<file path="src/rtl/sd_cmd_sequencer.sv">
// SD-card SPI-mode command sequencer: frames one command (optional preamble, 6 command bytes
// with CRC7), polls for R1, sends a trailer byte with cs_n high and reports the result.
module sd_cmd_sequencer #(
  parameter int unsigned NCR_MAX   = 8,
  parameter int unsigned PRE_BYTES = 1
) (
  input  logic        clk,
  input  logic        rst,
  input  logic        cmd_valid,
  output logic        cmd_ready,
  input  logic [5:0]  cmd_idx,
  input  logic [31:0] cmd_arg,
  output logic        resp_valid,
  output logic [7:0]  resp_r1,
  output logic        resp_timeout,
  output logic        cs_n,
  output logic        spi_start,
  output logic [7:0]  spi_tx,
  input  logic        spi_ready,
  input  logic [7:0]  spi_rx
);

  typedef enum logic [2:0] {
    StIdle,
    StPre,
    StCmd,
    StPoll,
    StTrail,
    StDone
  } state_e;

  // Per-byte handshake: issue when engine ready, skip one cycle, then wait for ready.
  typedef enum logic [1:0] {
    PhIssue,
    PhSkip,
    PhWait
  } phase_e;

  localparam logic [7:0] NcrMax  = 8'(NCR_MAX);
  localparam logic [3:0] PreLast = 4'(PRE_BYTES - 1);

  function automatic logic [6:0] crc7_update(input logic [6:0] crc, input logic [7:0] data);
    logic [6:0] c;
    logic       fb;
    c = crc;
    for (int i = 7; i >= 0; i--) begin
      fb = c[6] ^ data[i];
      c  = {c[5:0], 1'b0};
      if (fb) c = c ^ 7'h09;
    end
    return c;
  endfunction

  state_e      state_q, state_d;
  phase_e      phase_q, phase_d;
  logic [3:0]  byte_cnt_q, byte_cnt_d;
  logic [7:0]  poll_cnt_q, poll_cnt_d;
  logic [5:0]  idx_q, idx_d;
  logic [31:0] arg_q, arg_d;
  logic [6:0]  crc_q, crc_d;
  logic        cs_n_q, cs_n_d;
  logic [7:0]  r1_cap_q, r1_cap_d;
  logic        to_cap_q, to_cap_d;
  logic [7:0]  resp_r1_q, resp_r1_d;
  logic        resp_timeout_q, resp_timeout_d;

  logic        byte_done;
  logic [7:0]  cmd_byte;
  logic [7:0]  poll_next;

  always_comb begin
    case (byte_cnt_q)
      4'd0:    cmd_byte = {2'b01, idx_q};
      4'd1:    cmd_byte = arg_q[31:24];
      4'd2:    cmd_byte = arg_q[23:16];
      4'd3:    cmd_byte = arg_q[15:8];
      4'd4:    cmd_byte = arg_q[7:0];
      4'd5:    cmd_byte = {crc_q, 1'b1};
      default: cmd_byte = 8'hFF;
    endcase
  end

  always_comb begin
    state_d        = state_q;
    phase_d        = phase_q;
    byte_cnt_d     = byte_cnt_q;
    poll_cnt_d     = poll_cnt_q;
    idx_d          = idx_q;
    arg_d          = arg_q;
    crc_d          = crc_q;
    cs_n_d         = cs_n_q;
    r1_cap_d       = r1_cap_q;
    to_cap_d       = to_cap_q;
    resp_r1_d      = resp_r1_q;
    resp_timeout_d = resp_timeout_q;
    spi_start      = 1'b0;
    spi_tx         = 8'hFF;
    cmd_ready      = 1'b0;
    resp_valid     = 1'b0;
    byte_done      = 1'b0;
    poll_next      = poll_cnt_q + 8'd1;

    if (state_q inside {StPre, StCmd, StPoll, StTrail}) begin
      unique case (phase_q)
        PhIssue: begin
          if (spi_ready) begin
            spi_start = 1'b1;
            phase_d   = PhSkip;
          end
        end
        PhSkip: phase_d = PhWait;
        PhWait: begin
          if (spi_ready) begin
            byte_done = 1'b1;
            phase_d   = PhIssue;
          end
        end
        default: phase_d = PhIssue;
      endcase
    end

    case (state_q)
      StIdle: begin
        cmd_ready = 1'b1;
        if (cmd_valid) begin
          idx_d      = cmd_idx;
          arg_d      = cmd_arg;
          crc_d      = 7'd0;
          cs_n_d     = 1'b0;
          byte_cnt_d = 4'd0;
          phase_d    = PhIssue;
          state_d    = (PRE_BYTES == 0) ? StCmd : StPre;
        end
      end
      StPre: begin
        if (byte_done) begin
          if (byte_cnt_q == PreLast) begin
            byte_cnt_d = 4'd0;
            state_d    = StCmd;
          end else begin
            byte_cnt_d = byte_cnt_q + 4'd1;
          end
        end
      end
      StCmd: begin
        if (spi_start) begin
          spi_tx = cmd_byte;
          // CRC covers bytes 0..4 only; it is complete by the time byte 5 is issued.
          if (byte_cnt_q < 4'd5) crc_d = crc7_update(crc_q, cmd_byte);
        end
        if (byte_done) begin
          if (byte_cnt_q == 4'd5) begin
            byte_cnt_d = 4'd0;
            poll_cnt_d = 8'd0;
            state_d    = StPoll;
          end else begin
            byte_cnt_d = byte_cnt_q + 4'd1;
          end
        end
      end
      StPoll: begin
        if (byte_done) begin
          if (!spi_rx[7]) begin
            r1_cap_d = spi_rx;
            to_cap_d = 1'b0;
            cs_n_d   = 1'b1;
            state_d  = StTrail;
          end else if (poll_next == NcrMax) begin
            r1_cap_d = 8'hFF;
            to_cap_d = 1'b1;
            cs_n_d   = 1'b1;
            state_d  = StTrail;
          end else begin
            poll_cnt_d = poll_next;
          end
        end
      end
      StTrail: begin
        if (byte_done) begin
          // Result registers change only as resp_valid rises, so they hold between reports.
          resp_r1_d      = r1_cap_q;
          resp_timeout_d = to_cap_q;
          state_d        = StDone;
        end
      end
      StDone: begin
        resp_valid = 1'b1;
        state_d    = StIdle;
      end
      default: state_d = StIdle;
    endcase
  end

  always_ff @(posedge clk or posedge rst) begin
    if (rst) begin
      state_q        <= StIdle;
      phase_q        <= PhIssue;
      byte_cnt_q     <= 4'd0;
      poll_cnt_q     <= 8'd0;
      idx_q          <= 6'd0;
      arg_q          <= 32'd0;
      crc_q          <= 7'd0;
      cs_n_q         <= 1'b1;
      r1_cap_q       <= 8'hFF;
      to_cap_q       <= 1'b0;
      resp_r1_q      <= 8'hFF;
      resp_timeout_q <= 1'b0;
    end else begin
      state_q        <= state_d;
      phase_q        <= phase_d;
      byte_cnt_q     <= byte_cnt_d;
      poll_cnt_q     <= poll_cnt_d;
      idx_q          <= idx_d;
      arg_q          <= arg_d;
      crc_q          <= crc_d;
      cs_n_q         <= cs_n_d;
      r1_cap_q       <= r1_cap_d;
      to_cap_q       <= to_cap_d;
      resp_r1_q      <= resp_r1_d;
      resp_timeout_q <= resp_timeout_d;
    end
  end

  assign cs_n         = cs_n_q;
  assign resp_r1      = resp_r1_q;
  assign resp_timeout = resp_timeout_q;

endmodule

</file>
<file path="config.mk">
export PLATFORM = sky130hd
export DESIGN_NAME = sd_cmd_sequencer
export DESIGN_NICKNAME = d
export VERILOG_FILES = /design/src/rtl/sd_cmd_sequencer.sv
export SDC_FILE = /design/constraint.sdc
export NUM_CORES = 1
export LEC_CHECK = 0
export BUFFER_PORTS_ARGS = -buffer_cell sky130_fd_sc_hd__buf_2
export CORE_UTILIZATION = 41
export CTS_CLUSTER_DIAMETER = 80
export DETAILED_ROUTE_END_ITERATION = 16
export HOLD_SLACK_MARGIN = 0.1
export PLACE_DENSITY = 0.65
export SETUP_SLACK_MARGIN = 0.15
export SYNTH_ARGS = -nofsm -noshare
export SYNTH_HDL_FRONTEND = slang
export SYNTH_SLANG_ARGS = --single-unit
</file>
<file path="constraint.sdc">
create_clock -name clk -period 2.8 [get_ports clk]
set_input_delay 0.28 -clock clk [delete_from_list [all_inputs] [get_ports clk]]
set_output_delay 0.28 -clock clk [all_outputs]
set_load 0.1 [all_outputs]
</file>
* Yosys cells after proc, flatten, opt, wreduce, memory -nomap -nowiden
Index checks and enable logic that the tools add are counted.
** Word-level totals
- Output and inout port bits :: 21
- Logic and storage cells :: 152
- Register bits after elaboration :: 81
** Cells by class
- Eq/ne operators :: 26
- $lt $le $gt $ge :: 1
- Reduce and logical (&&, ||, !) cells :: 16
- Mux-type cells :: 79
- Bitwise logic cells :: 16
- Add/sub/neg operators :: 2
** Operators with widths (number)
- $mux 7 :: 24
- $mux 8 :: 9
- $mux 4 :: 13
- $pmux 8 s6 :: 1
- $mux 3 :: 9
- $ne 2x2->1 const B :: 8
- $not 2->2 :: 8
- $pmux 8 s2 :: 1
- $pmux 3 s5 :: 1
- $pmux 7 s2 :: 1
- $mux 1 :: 12
- $pmux 4 s3 :: 1
- $reduce_and 4->1 :: 3
- $mux 2 :: 5
- $add 8x1->8 const B :: 1
- $eq 4x2->1 const B :: 2
- $eq 4x3->1 const B :: 2
- $eq 8x4->1 const B :: 1
- $ne 2x1->1 const B :: 4
- $reduce_and 8->1 :: 1
- $xor 1x1->1 :: 8
- $eq 3x2->1 const B :: 2
- $eq 3x3->1 const B :: 2
- $pmux 2 s3 :: 1
- 17 further kinds :: 20

* Longest topological paths before layout
- Word-level depth :: 42
- Depth in mapped cells :: 10

* Least setup slack after synthesis
Ideal clock, no wire load.
- Path kind :: flip-flop to flip-flop
- Start :: reg state_q[1]
- End :: reg arg_q[0]
- Library setup time :: 0.125 ns
- Clock period less this slack :: 4.021 ns
- Path buffers :: 4
- Stages on the path, launching flop included :: 8
- Data arrival time :: 3.896 ns
- Setup slack :: -1.221 ns
- Data required time :: 2.675 ns
- Cell sequence :: dfrtp_1 -> clkbuf_1 -> nor3_1 -> and2_1 -> clkbuf_1 -> buf_2 -> buf_2 -> mux2_2
** Between the ends
- Word-level cells in the longest chain between the ends :: 2
** Ends and longest elaborated chain
- start, declared :: RTL line 54 : state_e state_q, state_d;
- start signal, assigned :: RTL line 196 : state_q <= StIdle;
- start signal, assigned :: RTL line 209 : state_q <= state_d;
- $logic_not 3->1 :: RTL line 122 : case (state_q)
- $reduce_and 2->1 (no source line)
- end signal, assigned :: RTL line 214 : arg_q <= arg_d;
- end, declared :: RTL line 59 : logic [31:0] arg_q, arg_d;
Every way passes these cells.
A chain may end at the register's enable or synchronous reset.

* Worst setup path in the final report
- Start :: reg byte_cnt_q[1]
- End :: out spi_tx[4]
** Between the ends
- Word-level cells in the longest chain between the ends :: 4
- Elaborated cells on any way between the ends :: 9
- Those cells by class :: 5 x eq/ne; 3 x mux; 1 x reduce/logical
** Ends and longest elaborated chain
- start, declared :: RTL line 56 : logic [3:0] byte_cnt_q, byte_cnt_d;
- start signal, assigned :: RTL line 211 : byte_cnt_q <= byte_cnt_d;
- $eq 4x3->1, or another cell as far along :: RTL line 72 : case (byte_cnt_q)
- $pmux 8 s6 (*) :: RTL line 72
- $mux 8 (*) :: RTL line 146 : if (spi_start) begin
- $mux 8 (*) :: RTL line 122
- end, declared :: RTL line 18 : output logic [7:0] spi_tx,
Mark *: on every way between the ends. The rest lies on a longest branch, timed or not.

==> metrics <==
diodes inserted 0; crit-path max FO 10; IO Pins slightly above 70; Fin Setup TNS 0 ns; die width 105.5 µm; clk_lat worst skew about 0.37 ns; max cap viols 0; largest net degree at the start of global routing 82; WL final 10300 µm; CTS tree done; Worst Setup Start Kind register; outcome finished, final reports clean; total global-route track usage 0.1981; ANT nets after route 0; Slew headroom 0.6016; Die Ht 105.5 µm; clock buffer depth 2; Syn Inst Count 413; layout cells sized above 1 0.3824; post-synth top area share 0.3645; via/cell ratio 5.539; final worst path period share 0.9054; Final setup viols 0; VDD IR max 0.4811 mV; number of synthesized register bits 81; slowest stage delay, CP 0.45 ns; Slew @ Worst Pin ~0.6 ns; DP Wirelength 7404 µm; CTS buffer count 9; WP data required between 2 and 3 ns; initial antenna violation count 0; Worst Skew 0.009173 ns; DRC 0; Post CTS Setup Buffer Count 0; CTS root buf clkbuf_8; RSZ-0062 raised after global routing true; top-count cell post-synth dfrtp_1; Final Instance Area 5251 µm²; ys async rst share 1.000; Final Max Tran Viols 0; Hold Path Class input port to register; Yosys cell types 64; number of synthesized flops with an enable pin 0; DRT Pass-1 Iters 4; pwr dens 1073 nW/µm²; Starting DRT DRC Count 101; Yosys warnings 0; average size of a mapped cell between 10 and 15 µm²; clk sinks 81; Mapped Nets 469; Post-Syn Area 4394 µm²; IO buf count 70; CP Cell Sequence inv_1 > ha_4 > buf_4 > nand3_1 > a21oi_1 > nor2_1 > nand2_1 > buf_12; vias in the first global route approximately 3600; WP buf/inv 3; Top Family by Delay on Critical Path buffers and inverters; grt total ovfl 0; Seq/Total Area, Yosys 0.4661; P_leak roughly 0.0023 µW; H-tree depth 3; core area between 10000 and 15000 µm²; placed instance area 4971 µm²; Max Fclk 394.5 MHz; clk slew on worst S/H paths ~0.090 ns; Critical Path Slowest Stage Cell dfrtp_1; Total Power 5636 µW; Yosys top cell by area dfrtp_1; via count 3462; WS Path Type register to primary output; first-pass GRT wire length 17240 µm; Min Clock Period, post-route 2.535 ns; Core Rows 37; Starting Density 0.4237; crit path DAT 2.26 ns; Syn-to-layout area delta 19.50%; dominant synthesized flop cell dfrtp_1; gpl congestion 0.8752; DR WL/cell 16.48 µm; Fin. Hold Viols 0; largest cells by area after synthesis dfrtp_1 36%, mux2_2 12%, dfstp_2 10%; final-stage net count 540; Setup crit end kind primary output; DIE AREA 11140 µm²; top cells by count, synth 64 x dfrtp_1, 48 x mux2_2, 36 x nand2_1
## power by group
group	internal, µW	switching, µW
clock	373	432
sequential	1630	384
combinational	1280	1540
total	3280	2360
## cell type report
type	count	area, µm²
clock inverters	5	27.53
clock buffers	11	152.6
flip-flops and latches	81	2049
well taps	136	170.2
fillers	983	5119
repair buffers	84	514.2
inverters	10	38.79
multi-input cells	298	2298
## through the flow
stage	std cells	worst slack, ns	util	hold slack (ns)
floorplan	413	0.02732	-	0.3968
global placement	608	0.2890	0.4794	0.4057
detailed placement	608	0.2008	0.4794	0.4129
CTS	625	0.1445	0.5010	0.1093
global route	625	0.1474	0.5064	0.1204
finish	625	0.2648	0.5064	0.1162
## cell usage in the layout, fill, tap and decap left out, types with 4 or more instances in the layout
master    synthesis  final
buf_2            11     62
and3_1            6      6
buf_4             0     15
mux2_2           48     48
nand2_1          36     36
inv_1             9      8
dfstp_2          17     17
o21ai_0          18     16
a22oi_1           7      7
dfrtp_1          64     63
clkbuf_8          0      9
xnor2_1           8      8
nand3_1          16     16
a21o_1            7      7
a31oi_1           8      8
nor2_1           15     15
xor2_1            5      5
nand3b_1          5      5
a211oi_1          4      4
nand2b_1          8      8
and2_1            6      5
a21oi_1          18     16
clkinv_2          0      4
o22a_1            7      7
a221oi_1          5      5
## logic make-up after synthesis
logic type | after synthesis | synth area share
XOR/XNOR | 15 | 0.03616
buffers and inverters | 34 | 0.03388
AND/OR/NAND/NOR | 113 | 0.1333
adder cells (fa/ha/maj) | 7 | 0.01936
AO/OA/AOI/OAI | 112 | 0.1814
multiplexers | 51 | 0.1298
flip-flops | 81 | 0.4661
## worst register-to-register path, cell delays in order, from the launching register on
cell and delay, ns:
dfrtp_2 0.46, inv_1 0.20, ha_4 0.26, o21bai_4 0.07, a21o_1 0.26, or4_4 0.56, a32o_1 0.24, and3_1 0.14
a211o_1 0.21
## routing by layer
layer / global-route usage / wire length [µm]
met4: 0.07639 / 203
met1: 0.2373 / 4604
met5: 0 / 0
met2: 0.3421 / 5033
met3: 0.04947 / 456
## state kept, by name (all words and copies together) (netlist names)
register      count
arg_q            32
byte_cnt_q        4
crc_q             7
cs_n              1
idx_q             6
phase_q           2
poll_cnt_q        8
r1_cap_q          8
resp_r1           8
resp_timeout      1
state_q           3
to_cap_q          1
## repair_timing
item                                    CTS  global route
endpoints found under the setup margin    8             7
hold endpoints to repair                 64             0
resized for setup                        12            10
hold buffers                              1             0
pin swaps                                 0             1
## path summary, 6_finish.rpt
| check | startpoint | endpoint | slack, ns | cells past startpoint |
|---|---|---|---|---|
| hold reg to reg | to_cap_q | to_cap_q | 0.51 | 1 |
| min in group asynchronous | rst | arg_q[30] | 0.54 | 4 |
| setup / recovery | byte_cnt_q[1] | spi_tx[4] | 0.26 | 8 |
| max in group asynchronous | rst | r1_cap_q[7] | 1.92 | 4 |
| setup reg to reg | byte_cnt_q[0] | crc_q[4] | 0.30 | 8 |
| hold / removal | cmd_arg[14] | arg_q[14] | 0.12 | 3 |
(Power assumes the default switching activity.)
